==> config.mk <==
export PLATFORM = sky130hd
export DESIGN_NAME = mm_job_arbiter
export DESIGN_NICKNAME = d
export VERILOG_FILES = /design/src/rtl/mm_job_arbiter.sv
export SDC_FILE = /design/constraint.sdc
export NUM_CORES = 1
export LEC_CHECK = 0
export ABC_AREA = 1
export CORE_UTILIZATION = 38
export CTS_CLUSTER_DIAMETER = 50
export DETAILED_ROUTE_END_ITERATION = 6
export PLACE_DENSITY = 0.87
export SKIP_LAST_GASP = 1
export SLEW_MARGIN = 20
export SYNTH_ARGS = -nofsm -noshare
export SYNTH_HDL_FRONTEND = slang
export SYNTH_SLANG_ARGS = --single-unit
==> constraint.sdc <==
create_clock -name clock_i -period 2.65 [get_ports clock_i]
set_input_delay 0.53 -clock clock_i [delete_from_list [all_inputs] [get_ports clock_i]]
set_output_delay 0.53 -clock clock_i [all_outputs]
set_load 0.01 [all_outputs]
==> src/rtl/mm_job_arbiter.sv <==
// Round-robin arbiter that shares one Montgomery multiplier and the host port of
// its bridge BRAM among NREQ requesters, with an optional BUSY/DRAIN watchdog.
module mm_job_arbiter #(
    parameter int NREQ    = 4,
    parameter int s       = 8,
    parameter int TIMEOUT = 0,
    localparam int AW     = $clog2(4 * s)
) (
    input  logic                 clock_i,
    input  logic                 reset_n_i,
    input  logic [NREQ-1:0]      req_i,
    input  logic [NREQ-1:0]      go_i,
    output logic [NREQ-1:0]      gnt_o,
    output logic [NREQ-1:0]      job_done_o,
    output logic                 err_o,
    input  logic [NREQ-1:0]      cli_we_i,
    input  logic [NREQ-1:0]      cli_en_i,
    input  logic [NREQ*AW-1:0]   cli_addr_i,
    input  logic [NREQ*17-1:0]   cli_din_i,
    output logic [16:0]          cli_dout_o,
    output logic                 bram_en_o,
    output logic                 bram_we_o,
    output logic [31:0]          bram_addr_o,
    output logic [16:0]          bram_din_o,
    input  logic [16:0]          bram_dout_i,
    output logic                 mm_start_o,
    input  logic                 mm_done_i
);

    localparam int OW = (NREQ > 1) ? $clog2(NREQ) : 1;
    localparam int CW = (TIMEOUT > 1) ? $clog2(TIMEOUT) : 1;

    typedef enum logic [2:0] {
        S_IDLE, S_GRANT, S_START, S_BUSY, S_RESULT, S_DRAIN
    } state_e;

    state_e          state_q, state_d;
    logic [OW-1:0]   owner_q, owner_d, last_q, last_d;
    logic [NREQ-1:0] gnt_q, gnt_d, jd_q, jd_d;
    logic            err_q, err_d, start_q, start_d;
    logic            en_q, en_d, we_q, we_d;
    logic [AW-1:0]   addr_q, addr_d;
    logic [16:0]     din_q, din_d;
    logic [CW-1:0]   wd_q, wd_d;
    logic [OW-1:0]   pick_s;
    logic            wd_hit_s;

    // First set request searching upward from last+1 with wrap; scanning downward
    // lets the nearest candidate overwrite farther ones.
    function automatic logic [OW-1:0] rr_pick(input logic [NREQ-1:0] req,
                                              input logic [OW-1:0]   last);
        logic [OW-1:0] pick;
        logic [OW:0]   idx;
        pick = last;
        for (int i = NREQ; i >= 1; i--) begin
            idx  = {1'b0, last} + (OW+1)'(i);
            idx  = (idx >= (OW+1)'(NREQ)) ? idx - (OW+1)'(NREQ) : idx;
            pick = req[idx[OW-1:0]] ? idx[OW-1:0] : pick;
        end
        return pick;
    endfunction

    assign pick_s   = rr_pick(req_i, last_q);
    assign wd_hit_s = (TIMEOUT > 0) && (wd_q == CW'(TIMEOUT - 1));

    // Next-state, grant, handshake and BRAM-mux logic.
    always_comb begin
        state_d = state_q;
        owner_d = owner_q;
        last_d  = last_q;
        gnt_d   = gnt_q;
        jd_d    = '0;
        err_d   = err_q;
        start_d = 1'b0;
        en_d    = 1'b0;
        we_d    = 1'b0;
        addr_d  = addr_q;
        din_d   = din_q;
        wd_d    = wd_q;

        if (state_q == S_GRANT || state_q == S_RESULT) begin
            en_d   = cli_en_i[owner_q];
            we_d   = cli_we_i[owner_q];
            addr_d = cli_addr_i[owner_q*AW +: AW];
            din_d  = cli_din_i[owner_q*17 +: 17];
        end else begin
            en_d = 1'b0;
            we_d = 1'b0;
        end

        case (state_q)
            S_IDLE: begin
                if (|req_i) begin
                    owner_d = pick_s;
                    last_d  = pick_s;
                    gnt_d   = NREQ'(1'b1) << pick_s;
                    state_d = S_GRANT;
                end else begin
                    gnt_d = '0;
                end
            end
            S_GRANT, S_RESULT: begin
                // A request drop beats a simultaneous go.
                if (!req_i[owner_q]) begin
                    state_d = S_IDLE;
                    gnt_d   = '0;
                end else if (go_i[owner_q]) begin
                    state_d = S_START;
                    start_d = 1'b1;
                end else begin
                    state_d = state_q;
                end
            end
            S_START: begin
                wd_d    = '0;
                state_d = req_i[owner_q] ? S_BUSY : S_DRAIN;
            end
            S_BUSY: begin
                if (mm_done_i && req_i[owner_q]) begin
                    state_d        = S_RESULT;
                    jd_d[owner_q]  = 1'b1;
                end else if (mm_done_i) begin
                    state_d = S_IDLE;
                    gnt_d   = '0;
                end else if (wd_hit_s) begin
                    err_d   = 1'b1;
                    state_d = S_IDLE;
                    gnt_d   = '0;
                end else begin
                    wd_d    = wd_q + CW'(1'b1);
                    state_d = req_i[owner_q] ? S_BUSY : S_DRAIN;
                end
            end
            S_DRAIN: begin
                if (mm_done_i) begin
                    state_d = S_IDLE;
                    gnt_d   = '0;
                end else if (wd_hit_s) begin
                    err_d   = 1'b1;
                    state_d = S_IDLE;
                    gnt_d   = '0;
                end else begin
                    wd_d = wd_q + CW'(1'b1);
                end
            end
            default: begin
                state_d = S_IDLE;
                gnt_d   = '0;
            end
        endcase
    end

    // State and output registers; last owner resets to NREQ-1 so requester 0 wins first.
    always_ff @(posedge clock_i or negedge reset_n_i) begin
        if (!reset_n_i) begin
            state_q <= S_IDLE;
            owner_q <= '0;
            last_q  <= OW'(NREQ - 1);
            gnt_q   <= '0;
            jd_q    <= '0;
            err_q   <= 1'b0;
            start_q <= 1'b0;
            en_q    <= 1'b0;
            we_q    <= 1'b0;
            addr_q  <= '0;
            din_q   <= '0;
            wd_q    <= '0;
        end else begin
            state_q <= state_d;
            owner_q <= owner_d;
            last_q  <= last_d;
            gnt_q   <= gnt_d;
            jd_q    <= jd_d;
            err_q   <= err_d;
            start_q <= start_d;
            en_q    <= en_d;
            we_q    <= we_d;
            addr_q  <= addr_d;
            din_q   <= din_d;
            wd_q    <= wd_d;
        end
    end

    assign gnt_o       = gnt_q;
    assign job_done_o  = jd_q;
    assign err_o       = err_q;
    assign mm_start_o  = start_q;
    assign bram_en_o   = en_q;
    assign bram_we_o   = we_q;
    assign bram_addr_o = {{(32-AW){1'b0}}, addr_q};
    assign bram_din_o  = din_q;
    assign cli_dout_o  = bram_dout_i;

endmodule

==> flow_summary.json, run 1 <==
{
  "arrival_ns": 2.20,
  "timing.rr.start": "owner_q[0]$_DFFE_PN0P_",
  "clkLatencyLatePin_ns": 0.29,
  "synth_seq_cells": 40,
  "initial_core_util_pct": 40.4,
  "antenna_found_initial": 0,
  "finalNetCount": 656,
  "num_antenna_cells": 0,
  "synth-simple-area-share_pct": 43.6,
  "finalClockSkew_ns": 0.00720,
  "grtUsageMet3_pct": 4.52,
  "drc": 0,
  "critPathKind": "reg2reg",
  "clk_pin_slew_ns": 0.08,
  "synthFlopType": "dfrtp_1",
  "synth_compound_area_share_pct": 2.68,
  "slew_violations": 0,
  "postSynth.asyncResetShare_pct": 100,
  "cp_top_family": "simple AND/OR/NAND/NOR gates",
  "synth_top_family_by_area": "simple AND/OR/NAND/NOR gates",
  "via_per_inst": 4.81,
  "rsz0062_at_grt": "no",
  "cp_max_fo": 26,
  "globalRouteOverflowTotal": 0,
  "ys_seq_area_share_pct": 35.8,
  "tightest_slew_ns": 0.857,
  "synth_xor_area_share_pct": 0,
  "hp-class": "in2async",
  "root_buffer": "clkbuf_8",
  "synth-edff-count": 0,
  "power_density_mw_per_mm2": 993,
  "timing.rr.end": "gnt_o[3]$_DFFE_PN0P_",
  "syn_area_sq_mm": 0.00280,
  "grt_pass1_wl_mm": 12.6,
  "start_kind": "flop",
  "grt_use_met2_pct": 41.2,
  "synthAdderAreaFrac_pct": 0.893,
  "synth_top_cell_area_share_pct": 33.9,
  "avgSynthCellArea_sq_um": 6.79,
  "area_growth_pct": 46.7,
  "p_leak_nw": 1.94,
  "ff2ff_setup_slack_ns": 0.63,
  "port_buffers": 139,
  "max_slew_margin_pct": 42.9,
  "grt_use_met1_pct": 23.1,
  "yosysUniqueCellTypes": 24,
  "place_hpwl_mm": 6.68,
  "synth_commonest_cells": "227 x nand2_1, 48 x buf_4, 38 x dfrtp_1, 24 x nand4_1, 12 x buf_2",
  "drt-pass1-iter-count": 5,
  "cpPeakStageDelay_ns": 0.49,
  "cts_htree_levels": 2,
  "critPathSlowestCell": "dfrtp_1",
  "finalSetupViolCount": 0,
  "setup_tns_ns": 0,
  "maxCapViolCount": 0,
  "die_h_microns": 87.9,
  "yosys.cell_count.top_type": "nand2_1",
  "irDropWorstVdd_mv": 0.728,
  "core_sq_mm": 0.00694,
  "postRouteWirelength_mm": 8.59,
  "grt-busiest-layer": "met2",
  "clock_sinks": 40,
  "cts-resized-gates": 0,
  "fin_crit_sh_pct": 76.3,
  "grt_start_max_net_pins": 41,
  "cp_num_buf_inv": 1,
  "clockBufferDepth": 2,
  "drtIter0Drc": 178,
  "grt_pass1_vias": 2721,
  "synthTopCellsByArea": "dfrtp_1 34%, nand2_1 30%, buf_4 13%",
  "crit_chain": "nand2_1 -> inv_2 -> nand2_1 -> nand4_2 -> ha_1 -> o21ai_0 -> nand4_2 -> nand2_1 -> nand2_1",
  "grt.total_usage_pct": 21.3,
  "outcome": "finished, final reports clean",
  "rows": 30,
  "die_w_microns": 87.9,
  "muxShareOfSynthArea_pct": 0,
  "ant_nets": 0,
  "cts_setup_buffers": 0,
  "synth_cells": 413,
  "die_area_sq_mm": 0.00772,
  "fin_crit_ns": 2.02,
  "hold_viol": 0,
  "io_pins": 202,
  "ctsHoldBuffers": 0,
  "cts_tree": "yes",
  "fmax_ghz": 0.494,
  "wl_per_cell_microns": 13.7,
  "fillers": 638,
  "endpoint_kind": "flop",
  "cts_made_buffers": 5,
  "yosysWarnings": 0,
  "drive_above_1_share_pct": 6.21,
  "crit_path_frequent_cell": "nand2_1",
  "reg2reg_depth": 9,
  "gp_congestion": 0.848,
  "synth_top_cell_by_area": "dfrtp_1",
  "vias": 3014,
  "hold_slack_ns": 0.343,
  "worstPathRequired_ns": 2.83
}
## worst max-delay path by stage
stage	start	to	slack, ns	depth (start not counted)
CTS	owner_q[0]$_DFFE_PN0P_	gnt_o[3]$_DFFE_PN0P_	0.62	9
floorplan	owner_q[0]$_DFFE_PN0P_	gnt_o[3]$_DFFE_PN0P_	0.99	10
detailed placement	req_i[3]	gnt_o[3]$_DFFE_PN0P_	0.43	8
global placement	req_i[0]	gnt_o[0]$_DFFE_PN0P_	0.51	8
finish	owner_q[0]$_DFFE_PN0P_	gnt_o[3]$_DFFE_PN0P_	0.63	9
global route	owner_q[0]$_DFFE_PN0P_	gnt_o[1]$_DFFE_PN0P_	0.42	9
## registers in the layout, summed over array words and instances (netlist names)
| name | flops |
|---|---|
| bram_din_o | 17 |
| addr_q | 5 |
| gnt_o | 4 |
| job_done_o | 4 |
| state_q | 3 |
| last_q | 2 |
| owner_q | 2 |
| bram_en_o | 1 |
| bram_we_o | 1 |
| mm_start_o | 1 |
## area by class of cell
class | instances | area [sq um] | area share (%)
clock buffer | 5 | 68.8 | 1.67
multi-input combinational | 326 | 1430 | 34.7
tap | 96 | 120 | 2.92
inverter | 14 | 52.6 | 1.28
clock inverter | 3 | 23.8 | 0.578
sequential | 40 | 1000 | 24.4
timing repair buffer | 143 | 1420 | 34.4
## routing by layer
layer  up-vias  part of all wire, %
met1      1376                   39
met3        12                  7.8
met5         -                    0
met4         0                 0.99
li1       1464                    -
met2       162                   53
## layout by cell type (no fill, tap or decap)
cell type        instances
inv_2                    6
clkinv_4                 1
nand3_1                  8
buf_2                    1
dfrtp_1                 38
nor4_2                   1
nor2_2                   2
nand4_1                 24
a31oi_1                  2
clkdlybuf4s50_1        138
a21oi_1                  1
ha_1                     2
a22oi_1                  3
nor2_1                   9
nand2_1                227
nand4_2                  2
nand3_2                  2
nor3_1                   3
o21ai_1                  1
nor3_4                   1
buf_4                    4
conb_1                  28
clkbuf_8                 5
dfstp_2                  2
clkinvlp_4               2
o21ai_0                  6
inv_1                    8
nor2_4                   4
## metrics by stage
stage	power (mW)	util (%)	area [sq um]	std cells	setup slack, ns
final	4.09	59.2	4110	627	0.627
after global routing	4.46	59.2	4110	627	0.425
after CTS	4.12	59.2	4110	627	0.624
after detailed placement	3.71	57.9	4020	619	0.431
after global placement	3.61	57.9	4020	619	0.512
after floorplan	2.78	-	2900	440	0.991
## report_power, final
part / total [mW] / switching [mW] / leakage, nW / internal, mW
registers: 1.09 / 0.208 / 0.509 / 0.886
clock network: 0.401 / 0.215 / 0.0404 / 0.186
logic: 2.59 / 1.55 / 1.40 / 1.04
total: 4.09 / 1.97 / 1.94 / 2.12
## logic make-up (layout without fill, tap and decap cells)
kind of cell,Yosys count,in the layout
buffers and inverters,74,165
other,1,28
adder cells (fa/ha/maj),2,2
flip-flops,40,40
AO/OA/AOI/OAI,13,13
AND/OR/NAND/NOR,283,283
No activity file was read; power rests on OpenSTA's default activity.
==> inputs of run 2 (changes only) <==
- CORE_UTILIZATION: 38 -> 32
- PLACE_DENSITY: 0.87 -> 0.78
- clock period: 2.65 -> 1.64 ns (I/O delays scaled with it)
==> flow_summary.json, run 2 (same netlist as run 1, synthesis figures left out) <==
{
  "fin_crit_ns": 1.57,
  "timing.rr.end": "owner_q[0]$_DFFE_PN0P_",
  "arrival_ns": 1.73,
  "clkLatencyLatePin_ns": 0.29,
  "root_buffer": "clkbuf_8",
  "rsz0062_at_grt": "yes",
  "postRouteWirelength_mm": 8.54,
  "maxCapViolCount": 0,
  "fmax_ghz": 0.637,
  "antenna_found_initial": 0,
  "drive_above_1_share_pct": 12.5,
  "grt_pass1_wl_mm": 12.8,
  "design_area_sq_mm": 0.00446,
  "grt.total_usage_pct": 18.1,
  "grt_pass1_vias": 2883,
  "clk_pin_slew_ns": 0.07,
  "drc": 0,
  "initial_core_util_pct": 33.6,
  "critPathSlowestCell": "dfstp_2",
  "die_w_microns": 95.6,
  "endpoint_kind": "flop",
  "hold_start": "bram_din_o[10]$_DFFE_PN0N_",
  "cts_tree": "yes",
  "worstPathRequired_ns": 1.80,
  "area_growth_pct": 59.3,
  "critPathKind": "reg2reg",
  "outcome": "finished, final reports clean",
  "num_antenna_cells": 0,
  "io_pins": 202,
  "largest_reg_flops": 17,
  "cp_max_fo": 8,
  "gp_congestion": 0.904,
  "hold_slack_ns": 0.480,
  "finalNetCount": 678,
  "cts_made_buffers": 5,
  "via_per_inst": 4.61,
  "vias": 3034,
  "ff2ff_setup_slack_ns": 0.07,
  "start_kind": "flop",
  "crit_chain": "buf_12 -> nand2_1 -> nand2_1 -> nand2_1 -> nand2_1 -> inv_1 -> nand2_1 -> nand2_2 -> nand3_1 -> o21ai_0",
  "grt_start_max_net_pins": 26,
  "port_buffers": 139,
  "slew_violations": 0,
  "fillers": 808,
  "drtIter0Drc": 73,
  "hold_viol": 0,
  "timing.rr.start": "last_q[0]$_DFFE_PN1P_",
  "clock_sinks": 40,
  "crit_path_frequent_cell": "nand2_1",
  "place_area_sq_mm": 0.00416,
  "setup_tns_ns": 0,
  "p_leak_nw": 2.10,
  "irDropWorstVdd_mv": 0.845,
  "finalClockSkew_ns": 0.00531,
  "wl_per_cell_microns": 13.0,
  "clockBufferDepth": 2,
  "drt-pass1-iter-count": 4,
  "fin_crit_sh_pct": 95.8,
  "worstHoldPathCells": 2,
  "place_hpwl_mm": 6.38,
  "rows": 33,
  "final_common_cell": "nand2_1",
  "tightest_slew_ns": 0.501,
  "cts_htree_levels": 2,
  "cpPeakStageDelay_ns": 0.61,
  "reg2reg_depth": 10,
  "layout_common_cells": "219 x nand2_1, 138 x clkdlybuf4s50_1, 36 x dfrtp_1",
  "core_sq_mm": 0.00834,
  "globalRouteOverflowTotal": 0,
  "hold_path_end": "bram_din_o[10]$_DFFE_PN0N_",
  "die_h_microns": 95.6,
  "final_util_pct": 53.5,
  "ant_nets": 0,
  "max_slew_margin_pct": 66.6,
  "power_density_mw_per_mm2": 1660,
  "hp-class": "reg2reg",
  "finalSetupViolCount": 0,
  "die_area_sq_mm": 0.00914
}
## run 2: changes by cell type in the layout (fill, tap and decap cells not counted), moves of 2 or more
cell and delta:
nand2_1 -8, inv_2 -3, nor3_2 +2, dfrtp_2 +2
inv_4 +3, buf_4 +13, dfrtp_1 -2, nor3_1 -3
o21ai_0 -2, clkinvlp_4 -2, buf_12 +4, buf_6 +3
nand2_2 +8
## run 2: what timing repair did
item,in CTS,in global routing
hold buffers,1,0
cloned,0,1
pin swaps,0,5
endpoints found under the setup margin,8,12
setup buffers,1,4
gates resized for setup,1,31
endpoints found under the hold margin,8,0
## run 2: cell type report
type | count | area, sq um | share of cell area (%)
Clock inverter | 2 | 35.0 | 0.785
Clock buffer | 6 | 72.6 | 1.63
Multi-Input combinational cell | 326 | 1500 | 33.5
Tap cell | 105 | 131 | 2.94
Sequential cell | 40 | 1010 | 22.5
Timing Repair Buffer | 165 | 1660 | 37.2
Inverter | 14 | 60.1 | 1.35
## run 2: worst max-delay path by stage
stage	from	cells past startpoint	slack, ns	end
after global placement	req_i[0]	9	-0.15	state_q[2]$_DFFE_PN0P_
after detailed placement	req_i[0]	8	-0.25	gnt_o[1]$_DFFE_PN0P_
after global routing	last_q[0]$_DFFE_PN1P_	10	-0.06	owner_q[0]$_DFFE_PN0P_
after CTS	owner_q[0]$_DFFE_PN0P_	10	-0.008	state_q[0]$_DFFE_PN0P_
final	last_q[0]$_DFFE_PN1P_	10	0.07	owner_q[0]$_DFFE_PN0P_
after floorplan	owner_q[0]$_DFFE_PN0P_	10	0.03	gnt_o[3]$_DFFE_PN0P_
## run 2: per-stage QoR
| stage | setup slack, ns | total power [mW] | std cells |
|---|---|---|---|
| 2_1_floorplan | 0.0281 | 4.50 | 440 |
| 3_3_place_gp | -0.155 | 6.06 | 643 |
| 3_5_place_dp | -0.248 | 6.21 | 643 |
| 4_1_cts | -0.00783 | 7.08 | 653 |
| 5_1_grt | -0.0594 | 8.14 | 658 |
| 6_report | 0.0693 | 7.41 | 658 |
## run 2: where the power goes
part / leakage (nW) / internal (mW) / switching [mW] / total [mW]
Clock: 0.0552 / 0.452 / 0.332 / 0.783
Sequential: 0.507 / 1.44 / 0.325 / 1.76
Combinational: 1.54 / 2.17 / 2.69 / 4.86
Total: 2.10 / 4.06 / 3.35 / 7.41
## run 2: worst max-delay path: cells and delay by family, from the launching register on
family,cells,cell delay (ns)
DFF,1,0.61
buffers and inverters,2,0.20
AOI/OAI and AO/OA,1,0.11
and+or+nand+nor,7,0.53
## run 2: metal layers
layer | GRT usage [%] | share of wire, %
met5 | 0 | 0
met4 | 7.21 | 2.3
met3 | 4.15 | 8.1
met2 | 36.0 | 52
met1 | 17.9 | 38
==> inputs of run 3 (changes only) <==
- GPL_TIMING_DRIVEN: default -> 1
==> results of run 3 <==
The final DEF is identical to that of run 2; final timing and power are the same.
